File: config.mk
export PLATFORM = sky130hd
export DESIGN_NAME = arb_req_queue
export DESIGN_NICKNAME = d
export VERILOG_FILES = /design/src/rtl/arb_req_queue_pkg.sv /design/src/rtl/arb_req_queue_fifo.sv /design/src/rtl/arb_req_queue.sv
export SDC_FILE = /design/constraint.sdc
export NUM_CORES = 1
export LEC_CHECK = 0
export ABC_AREA = 1
export CORE_ASPECT_RATIO = 1.25
export CORE_UTILIZATION = 45
export DETAILED_ROUTE_END_ITERATION = 10
export GPL_TIMING_DRIVEN = 0
export PLACE_DENSITY = 0.67
export RECOVER_POWER = 25
export SLEW_MARGIN = 0
export SYNTH_ARGS = -nofsm -noshare
export SYNTH_HDL_FRONTEND = slang
export SYNTH_SLANG_ARGS = --single-unit
File: constraint.sdc
create_clock -name i_clk -period 1.8 [get_ports i_clk]
set_clock_uncertainty 0.05 [all_clocks]
set_input_delay 0.27 -clock i_clk [delete_from_list [all_inputs] [get_ports i_clk]]
set_output_delay 0.27 -clock i_clk [all_outputs]
set_load 0.02 [all_outputs]
File: src/rtl/arb_req_queue_pkg.sv
// Shared definitions for the per-client arbiter request queue:
// FSM state encoding, default data width and a counter-width helper.
package arb_req_queue_pkg;

    typedef enum logic [1:0] {
        ST_IDLE   = 2'd0,
        ST_ACTIVE = 2'd1,
        ST_GAP    = 2'd2
    } state_t;

    localparam int DATA_W_DEF = 8;

    // Width of a counter holding 0..n; a zero bound still gets one bit.
    function automatic int cnt_w(input int n);
        return (n > 0) ? $clog2(n + 1) : 1;
    endfunction

endpackage

File: src/rtl/arb_req_queue_fifo.sv
// Synchronous FIFO with power-of-two depth; the count carries one extra bit
// so that full and empty stay distinct after the pointers wrap.
module arb_req_queue_fifo #(
    parameter int DATA_W = 8,
    parameter int DEPTH  = 8
) (
    input  logic                     clk,
    input  logic                     rst,
    input  logic                     push,
    input  logic                     pop,
    input  logic [DATA_W-1:0]        wr_data,
    output logic [DATA_W-1:0]        head,
    output logic [$clog2(DEPTH):0]   count,
    output logic [$clog2(DEPTH):0]   count_next,
    output logic                     full,
    output logic                     empty
);
    localparam int AW = $clog2(DEPTH);
    localparam int CW = AW + 1;

    logic [DATA_W-1:0] mem [DEPTH];
    logic [AW-1:0]     wr_ptr;
    logic [AW-1:0]     rd_ptr;

    assign head  = mem[rd_ptr];
    assign full  = (count == CW'(DEPTH));
    assign empty = (count == '0);

    always_comb begin
        count_next = count;
        if (push && !pop)
            count_next = count + CW'(1);
        else if (pop && !push)
            count_next = count - CW'(1);
    end

    always_ff @(posedge clk) begin
        if (rst) begin
            wr_ptr <= '0;
            rd_ptr <= '0;
            count  <= '0;
        end else begin
            if (push)
                wr_ptr <= wr_ptr + AW'(1);
            if (pop)
                rd_ptr <= rd_ptr + AW'(1);
            count <= count_next;
        end
    end

    // Storage carries no reset; occupancy alone decides what is valid.
    always_ff @(posedge clk) begin
        if (push)
            mem[wr_ptr] <= wr_data;
    end

endmodule

File: src/rtl/arb_req_queue.sv
// Per-client request queue in front of the two-client arbiter: buffers words,
// requests the channel, pops one word per qualified grant and caps burst length.
module arb_req_queue
    import arb_req_queue_pkg::*;
#(
    parameter int DATA_W    = DATA_W_DEF,
    parameter int DEPTH     = 8,
    parameter int MAX_BURST = 4,
    parameter int GAP_CYC   = 1
) (
    input  logic                    i_clk,
    input  logic                    i_rst,
    input  logic                    i_wr_valid,
    input  logic [DATA_W-1:0]       i_wr_data,
    output logic                    o_wr_ready,
    output logic                    o_req,
    input  logic                    i_gnt,
    output logic [DATA_W-1:0]       o_data,
    output logic                    o_xfer,
    output logic [$clog2(DEPTH):0]  o_count,
    output state_t                  dbg_state
);
    localparam int BW = cnt_w(MAX_BURST);
    localparam int GW = cnt_w(GAP_CYC);
    localparam int CW = $clog2(DEPTH) + 1;

    state_t            state;
    logic              req;
    logic [BW-1:0]     burst_cnt;
    logic [GW-1:0]     gap_cnt;
    logic              push;
    logic              xfer;
    logic              full;
    logic              empty;
    logic              burst_last;
    logic [DATA_W-1:0] head;
    logic [CW-1:0]     count_next;

    // Grants are only honoured while our own registered request is up, which
    // filters out grants the arbiter still holds from an earlier round.
    assign push       = i_wr_valid & ~full & ~i_rst;
    assign xfer       = i_gnt & req & ~empty & ~i_rst;
    assign burst_last = (MAX_BURST != 0) &&
                        (burst_cnt == BW'((MAX_BURST > 0) ? MAX_BURST - 1 : 0));

    assign o_wr_ready = ~full;
    assign o_req      = req;
    assign o_xfer     = xfer;
    assign o_data     = xfer ? head : '0;
    assign dbg_state  = state;

    arb_req_queue_fifo #(
        .DATA_W (DATA_W),
        .DEPTH  (DEPTH)
    ) u_fifo (
        .clk        (i_clk),
        .rst        (i_rst),
        .push       (push),
        .pop        (xfer),
        .wr_data    (i_wr_data),
        .head       (head),
        .count      (o_count),
        .count_next (count_next),
        .full       (full),
        .empty      (empty)
    );

    always_ff @(posedge i_clk) begin
        if (i_rst) begin
            state     <= ST_IDLE;
            req       <= 1'b0;
            burst_cnt <= '0;
            gap_cnt   <= '0;
        end else begin
            case (state)
                ST_IDLE: begin
                    if (count_next != '0) begin
                        state <= ST_ACTIVE;
                        req   <= 1'b1;
                    end
                end
                ST_ACTIVE: begin
                    // The burst cap wins over going idle so a capped burst always gaps.
                    if (xfer) begin
                        if (burst_last) begin
                            state     <= ST_GAP;
                            req       <= 1'b0;
                            burst_cnt <= '0;
                            gap_cnt   <= '0;
                        end else if (count_next == '0) begin
                            state     <= ST_IDLE;
                            req       <= 1'b0;
                            burst_cnt <= '0;
                        end else if (MAX_BURST != 0) begin
                            burst_cnt <= burst_cnt + BW'(1);
                        end
                    end
                end
                ST_GAP: begin
                    if (gap_cnt == GW'(GAP_CYC - 1)) begin
                        gap_cnt <= '0;
                        if (count_next != '0) begin
                            state <= ST_ACTIVE;
                            req   <= 1'b1;
                        end else begin
                            state <= ST_IDLE;
                            req   <= 1'b0;
                        end
                    end else begin
                        gap_cnt <= gap_cnt + GW'(1);
                    end
                end
                default: begin
                    state <= ST_IDLE;
                    req   <= 1'b0;
                end
            endcase
        end
    end

endmodule

==> results of run 1 <==
## report_power, final
group | switching (W) | internal [W]
registers | 0.0000489 | 0.00212
logic | 0.000497 | 0.000372
clock network | 0.000652 | 0.000629
total | 0.00120 | 0.00312
## sequential cells by signal, summed over array words and instances, names as in the netlist, named ones only
name	count
u_fifo.count	4
dbg_state	2
u_fifo.rd_ptr	3
o_req	1
u_fifo.wr_ptr	3
u_fifo.mem	64
burst_cnt	3
## per-stage QoR
| step | TNS, ps | hold slack, ps | cells |
|---|---|---|---|
| floorplan | 0 | 318.9 | 316 |
| global placement | -38430 | 400.6 | 439 |
| detailed placement | -40600 | 405.1 | 439 |
| CTS | -1337 | 409.1 | 475 |
| global route | -2618 | 398.7 | 484 |
| finish | -1442 | 362.7 | 484 |
## worst max-delay path by stage
stage / endpoint / depth (start not counted) / slack [ps] / start
6_report: o_data[3] / 6 / -210 / flop
4_1_cts: o_data[3] / 6 / -210 / flop
3_3_place_gp: o_data[0] / 8 / -860 / i_rst
3_5_place_dp: o_data[0] / 8 / -860 / i_rst
5_1_grt: o_data[3] / 6 / -270 / flop
2_1_floorplan: o_req / 15 / 9 / u_fifo.count[0]
## timing repair
action / in CTS / in global routing
pin swaps: 11 / 11
setup endpoints to repair: 79 / 37
cloned: 1 / 0
setup buffers: 21 / 9
resized for setup: 116 / 22
## cell type report
cell class,count,area share
flip-flops and latches,83,0.4797
clock buffers,10,0.02635
well taps,95,0.02454
repair buffers,59,0.1162
clock inverters,5,0.01137
multi-input cells,198,0.2839
plain buffers,10,0.03513
inverters,24,0.02273
## critical path, stage by stage (launching register included)
cell and delay (ps):
dfxtp_4 400, inv_6 90, clkbuf_16 160, nor2_2 40
o221a_2 300, nor3_4 210, buf_6 140
## per-layer routing
layer | GRT usage | vias to the layer above
met5 | 0 | -
met4 | 0.1093 | 0
met3 | 0.03604 | 13
met2 | 0.4081 | 61
met1 | 0.2293 | 1262
li1 | - | 1265
## cells by family (layout without fill, tap and decap cells)
kind of cell    count (synthesis)  after routing  share of synthesized area
buf+inv                        35            108                    0.03874
fa+ha+maj                       6              6                    0.02094
flops                          83             83                     0.6422
compound gates                 66             66                     0.1239
simple gates                  124            124                     0.1693
xor+xnor                        2              2                   0.004887
## cell usage in the layout (no fill, tap or decap), types with 2 or more instances in the layout
master            n
clkdlybuf4s50_1  12
nand2_2          13
o221a_2          12
inv_2             5
nor3_2            5
nor2_2            5
nand2_4           3
edfxtp_1         64
nand4_1           2
a31oi_1           2
nand3_2           2
nor3_1            2
clkbuf_16         3
o21ai_1           5
ha_1              5
nor2_4           12
o21ai_0          30
dfxtp_1          12
buf_4            32
nand3_4           5
nor2_1           36
nor3_4            3
inv_4             3
buf_6             5
a21oi_2           4
clkbuf_8         13
inv_1            14
nand3_1           7
dfxtp_2           2
dlygate4sd3_1     5
a21oi_1           9
nand2_1          27
xor2_1            2
buf_12            5
o221a_1           4
dfxtp_4           5
## synth_stat cells, types with 2 or more instances
| cell | instances | area share |
|---|---|---|
| nand2_2 | 9 | 0.016 |
| o221a_1 | 4 | 0.013 |
| o21ai_0 | 35 | 0.049 |
| inv_1 | 19 | 0.020 |
| a21oi_1 | 10 | 0.014 |
| nand3_2 | 4 | 0.011 |
| edfxtp_1 | 64 | 0.54 |
| nand4_1 | 2 | 0.0035 |
| nand2_4 | 2 | 0.0063 |
| xor2_1 | 2 | 0.0049 |
| dfxtp_1 | 19 | 0.11 |
| nor2_1 | 49 | 0.051 |
| inv_2 | 4 | 0.0042 |
| nand3_1 | 9 | 0.013 |
| nand2_1 | 33 | 0.035 |
| a31oi_1 | 2 | 0.0035 |
| clkbuf_1 | 8 | 0.0084 |
| nor2_2 | 2 | 0.0035 |
| a21oi_2 | 3 | 0.0073 |
| o221a_2 | 12 | 0.038 |
| nor2_4 | 2 | 0.0063 |
| ha_1 | 6 | 0.021 |
| nor3_1 | 10 | 0.014 |
==> flow_metrics.py, run 1 <==
metrics = {
    "synth": {
        "synth_edf_count": 64,
        "synth.avg_cell_area_um2": 11.34,
        "synth-main-ff-cell": "edfxtp_1",
        "ys_seq_area_frac": 0.6422,
        "synthArstFlopShare": 0,
        "syn_inst": 316,
        "yosysWarnings": 0,
        "synth-seq-cells": 83,
        "netlist_area_um2": 3585,
        "ys_types": 29,
        "synth_fp_nets": 334,
    },
    "worst_setup_path": {
        "cp-start-kind": "flop",
        "r2r_end": "burst_cnt[2]",
        "rr_worst_depth": 13,
        "cp-end-kind": "output port",
        "critPathKind": "reg2out",
        "cp_max_fo": 10,
        "regToRegSetupSlack_ps": -60,
        "r2r-start": "u_fifo.count[1]",
        "critPathRequiredTime_ps": 1480,
        "cp.arrival_ps": 1690,
    },
    "cts": {
        "cts_htree_levels": 3,
        "postCtsHoldBufs": 0,
        "cts_buffers": 9,
        "path_clk_slew_ps": 80,
        "cts.sink_count": 83,
        "cts_root_buf": "clkbuf_8",
        "cts_tree": "built",
        "clk_latency_ps": 350,
        "cts.path.max_buffers": 2,
    },
    "global_routing": {
        "grt_max_degree": 14,
        "grt_pass1_vias": 2599,
        "grt_pass1_wl_um": 12740,
        "antenna_found_initial": 0,
        "overflow": 0,
        "grt_usage": 0.2182,
    },
    "final_layout": {
        "final_area_um2": 4843,
        "post-route-util": 0.6252,
        "syn_to_final_growth_pct": 35.11,
        "num_antenna_cells": 0,
        "drive_gt1_frac": 0.3779,
        "fill_cells": 617,
        "regArea_um2": 2323,
        "multi_input_area_um2": 1375,
        "nNetsFinal": 403,
    },
    "min_path": {
        "min_from": "i_rst",
        "worstHoldEndpoint": "u_fifo.wr_ptr[2]",
        "min_path_type": "in2reg",
        "holdPathStages": 5,
    },
    "placed_design": {
        "place_area_um2": 4085,
        "globalplace.congestion": 0.8253,
        "hpwl_um": 5117,
        "pre_cts_slack_ps": -858.3,
        "port_buffers": 28,
    },
    "routing": {
        "post_drt_wl_per_cell_um": 17.56,
        "wl_um": 8497,
        "dr_wl_met2_um": 4685,
        "top_layer": "met4",
        "wl_met1_um": 3225,
        "drt_iter0_drc": 204,
        "vias": 2601,
        "wl_met3_um": 436,
        "dr.pass1.iters": 4,
        "drtAntennaViolNets": 0,
        "drc": 0,
        "avgViaCountPerCell": 5.374,
    },
    "sta": {
        "setup_viol": 11,
        "setup_ws_ps": -211.7,
        "slew_violations": 0,
        "rsz0062_at_grt": "true",
        "tightest_slew_ps": 382.4,
        "slew_headroom": 0.7448,
        "hold_viol_final": 0,
        "fin_crit_ps": 2012,
        "max_freq_mhz": 497.1,
        "period_share": 1.118,
    },
    "status": {
        "violations": "negative setup slack",
        "outcome": "finished with violations",
    },
    "power_and_ir_drop": {
        "p_leak_nw": 1.778,
        "power_density_nw_per_um2": 891.2,
        "power_w": 0.004317,
        "ir_worst_vdd_uv": 659.8,
    },
    "die": {
        "fp.dieW_um": 81.83,
        "ioPinCount": 29,
        "die_h_um": 101.8,
        "die_area_um2": 8329,
        "rows": 36,
        "core_um2": 7747,
        "start_util": 0.4627,
    },
    "flow_run": {
        "max_cap_viol_count": 0,
    },
}
(Power assumes the default switching activity.)
==> run 2, diff against run 1 <==
- CORE_ASPECT_RATIO: 1.25 -> 0.6
- TNS_END_PERCENT: unset -> 100
==> flow_metrics.py, run 2 (synthesis results as in run 1) <==
metrics = {
    "sta": {
        "hold_slack_ps": 409.8,
        "max_freq_mhz": 506.0,
        "hold_viol_final": 0,
        "period_share": 1.098,
        "tightest_slew_ps": 380.8,
        "fin_crit_ps": 1976,
        "slew_headroom": 0.7458,
        "slew_violations": 0,
        "timing.setup.tns_ps": -1480,
        "rsz0062_at_grt": "true",
        "setup_ws_ps": -176.4,
        "setup_viol": 13,
    },
    "final_layout": {
        "top_regs": "u_fifo.mem x64, u_fifo.count x4",
        "final_area_um2": 5039,
        "drive_gt1_frac": 0.4097,
        "largest_register_ffs": 64,
        "regMostFlops": "u_fifo.mem",
        "nNetsFinal": 406,
        "num_antenna_cells": 0,
        "layout_common_cells": "64 x edfxtp_1, 37 x nor2_1, 30 x buf_4, 27 x o21ai_0, 22 x nand2_1",
        "final_common_cell": "edfxtp_1",
        "syn_to_final_growth_pct": 40.56,
        "post-route-util": 0.6739,
    },
    "power_and_ir_drop": {
        "power_density_nw_per_um2": 983.2,
        "ir_worst_vdd_uv": 546.3,
        "p_leak_nw": 1.851,
    },
    "die": {
        "rows": 24,
        "fp.dieW_um": 117.2,
        "start_util": 0.4794,
        "die_h_um": 71.14,
        "die_area_um2": 8339,
        "ioPinCount": 29,
        "core_um2": 7477,
    },
    "global_routing": {
        "grt_pass1_wl_um": 14370,
        "grt_usage": 0.2463,
        "antenna_found_initial": 0,
        "grt_max_degree": 15,
        "grt_pass1_vias": 2613,
        "overflow": 0,
    },
    "cts": {
        "cts.sink_count": 83,
        "clk_latency_ps": 340,
        "cts_root_buf": "clkbuf_16",
        "cts_buffers": 9,
        "path_clk_slew_ps": 60,
        "postCtsHoldBufs": 0,
        "cts.path.max_buffers": 2,
        "cts_htree_levels": 3,
        "cts_tree": "built",
    },
    "routing": {
        "wl_um": 9708,
        "avgViaCountPerCell": 5.616,
        "drt_iter0_drc": 288,
        "dr.pass1.iters": 5,
        "post_drt_wl_per_cell_um": 19.53,
        "drtAntennaViolNets": 0,
        "vias": 2791,
        "drc": 0,
    },
    "worst_setup_path": {
        "slowest_stage": "dfxtp_4",
        "critical-path-max-stage-delay_ps": 390,
        "cp_max_fo": 10,
        "cp.arrival_ps": 1660,
        "cp_cell_sequence": "inv_8, clkbuf_16, nor2_1, o221a_2, nor3_2, buf_4",
        "critPathKind": "reg2out",
        "cp-start-kind": "flop",
        "rr_worst_depth": 15,
        "cp-end-kind": "output port",
        "critPathRequiredTime_ps": 1480,
    },
    "min_path": {
        "holdPathStages": 2,
        "min_path_type": "reg2reg",
    },
    "status": {
        "outcome": "finished with violations",
        "violations": "negative setup slack",
    },
    "placed_design": {
        "globalplace.congestion": 0.7866,
        "hpwl_um": 5604,
        "place_area_um2": 4096,
        "port_buffers": 28,
    },
    "flow_run": {
        "max_cap_viol_count": 0,
    },
}
-- run 2: path summary, 6_finish.rpt --
kind                                       start           end  slack (ps)
worst max-delay path                        flop     o_data[5]        -180
worst min-delay path            u_fifo.rd_ptr[2]          flop         410
worst max register to register   u_fifo.count[0]  burst_cnt[1]         -90
worst min register to register  u_fifo.rd_ptr[2]          flop         410
-- run 2: metal layers --
layer  share of wire  routed length (um)  vias up  GRT usage
li1                -                   -     1271          -
met1            0.44                4229     1350     0.3478
met2            0.45                4351      145     0.3588
met3           0.094                 908       25    0.08226
met4           0.023                 219        0    0.07736
met5               0                   0        -          0
-- run 2: through the flow --
| step | worst slack (ps) | instances | power (W) |
|---|---|---|---|
| after floorplan | 9.246 | 316 | 0.002670 |
| after global placement | -931.7 | 448 | 0.002870 |
| after detailed placement | -935.9 | 448 | 0.002889 |
| after CTS | -183.6 | 491 | 0.004873 |
| after global routing | -247.7 | 497 | 0.005128 |
| final | -176.4 | 497 | 0.004954 |
-- run 2: layout make-up --
type | instances | area (um^2)
clock buffers | 9 | 225.2
fillers | 497 | 2439
well taps | 104 | 130.1
multi-input cells | 198 | 1388
flip-flops and latches | 83 | 2325
plain buffers | 10 | 165.2
repair buffers | 62 | 624.3
inverters | 24 | 112.6
clock inverters | 7 | 68.82
-- run 2: power breakdown --
group | switching [W] | internal, W | total (W)
sequential | 0.0000505 | 0.00212 | 0.00217
clock | 0.000720 | 0.00107 | 0.00179
combinational | 0.000551 | 0.000442 | 0.000993
total | 0.00132 | 0.00363 | 0.00495
-- run 2: worst max-delay path: cells and delay by family, from the launching register on --
family	cells	cell delay, ps
buffers and inverters	3	430
flip-flops	1	390
AO/OA/AOI/OAI	1	290
AND/OR/NAND/NOR	2	210
-- run 2: timing repair --
item / CTS / global route
pin swaps: 13 / 19
setup endpoints to repair: 79 / 70
cloned: 1 / 1
setup buffers: 27 / 7
resized for setup: 117 / 34
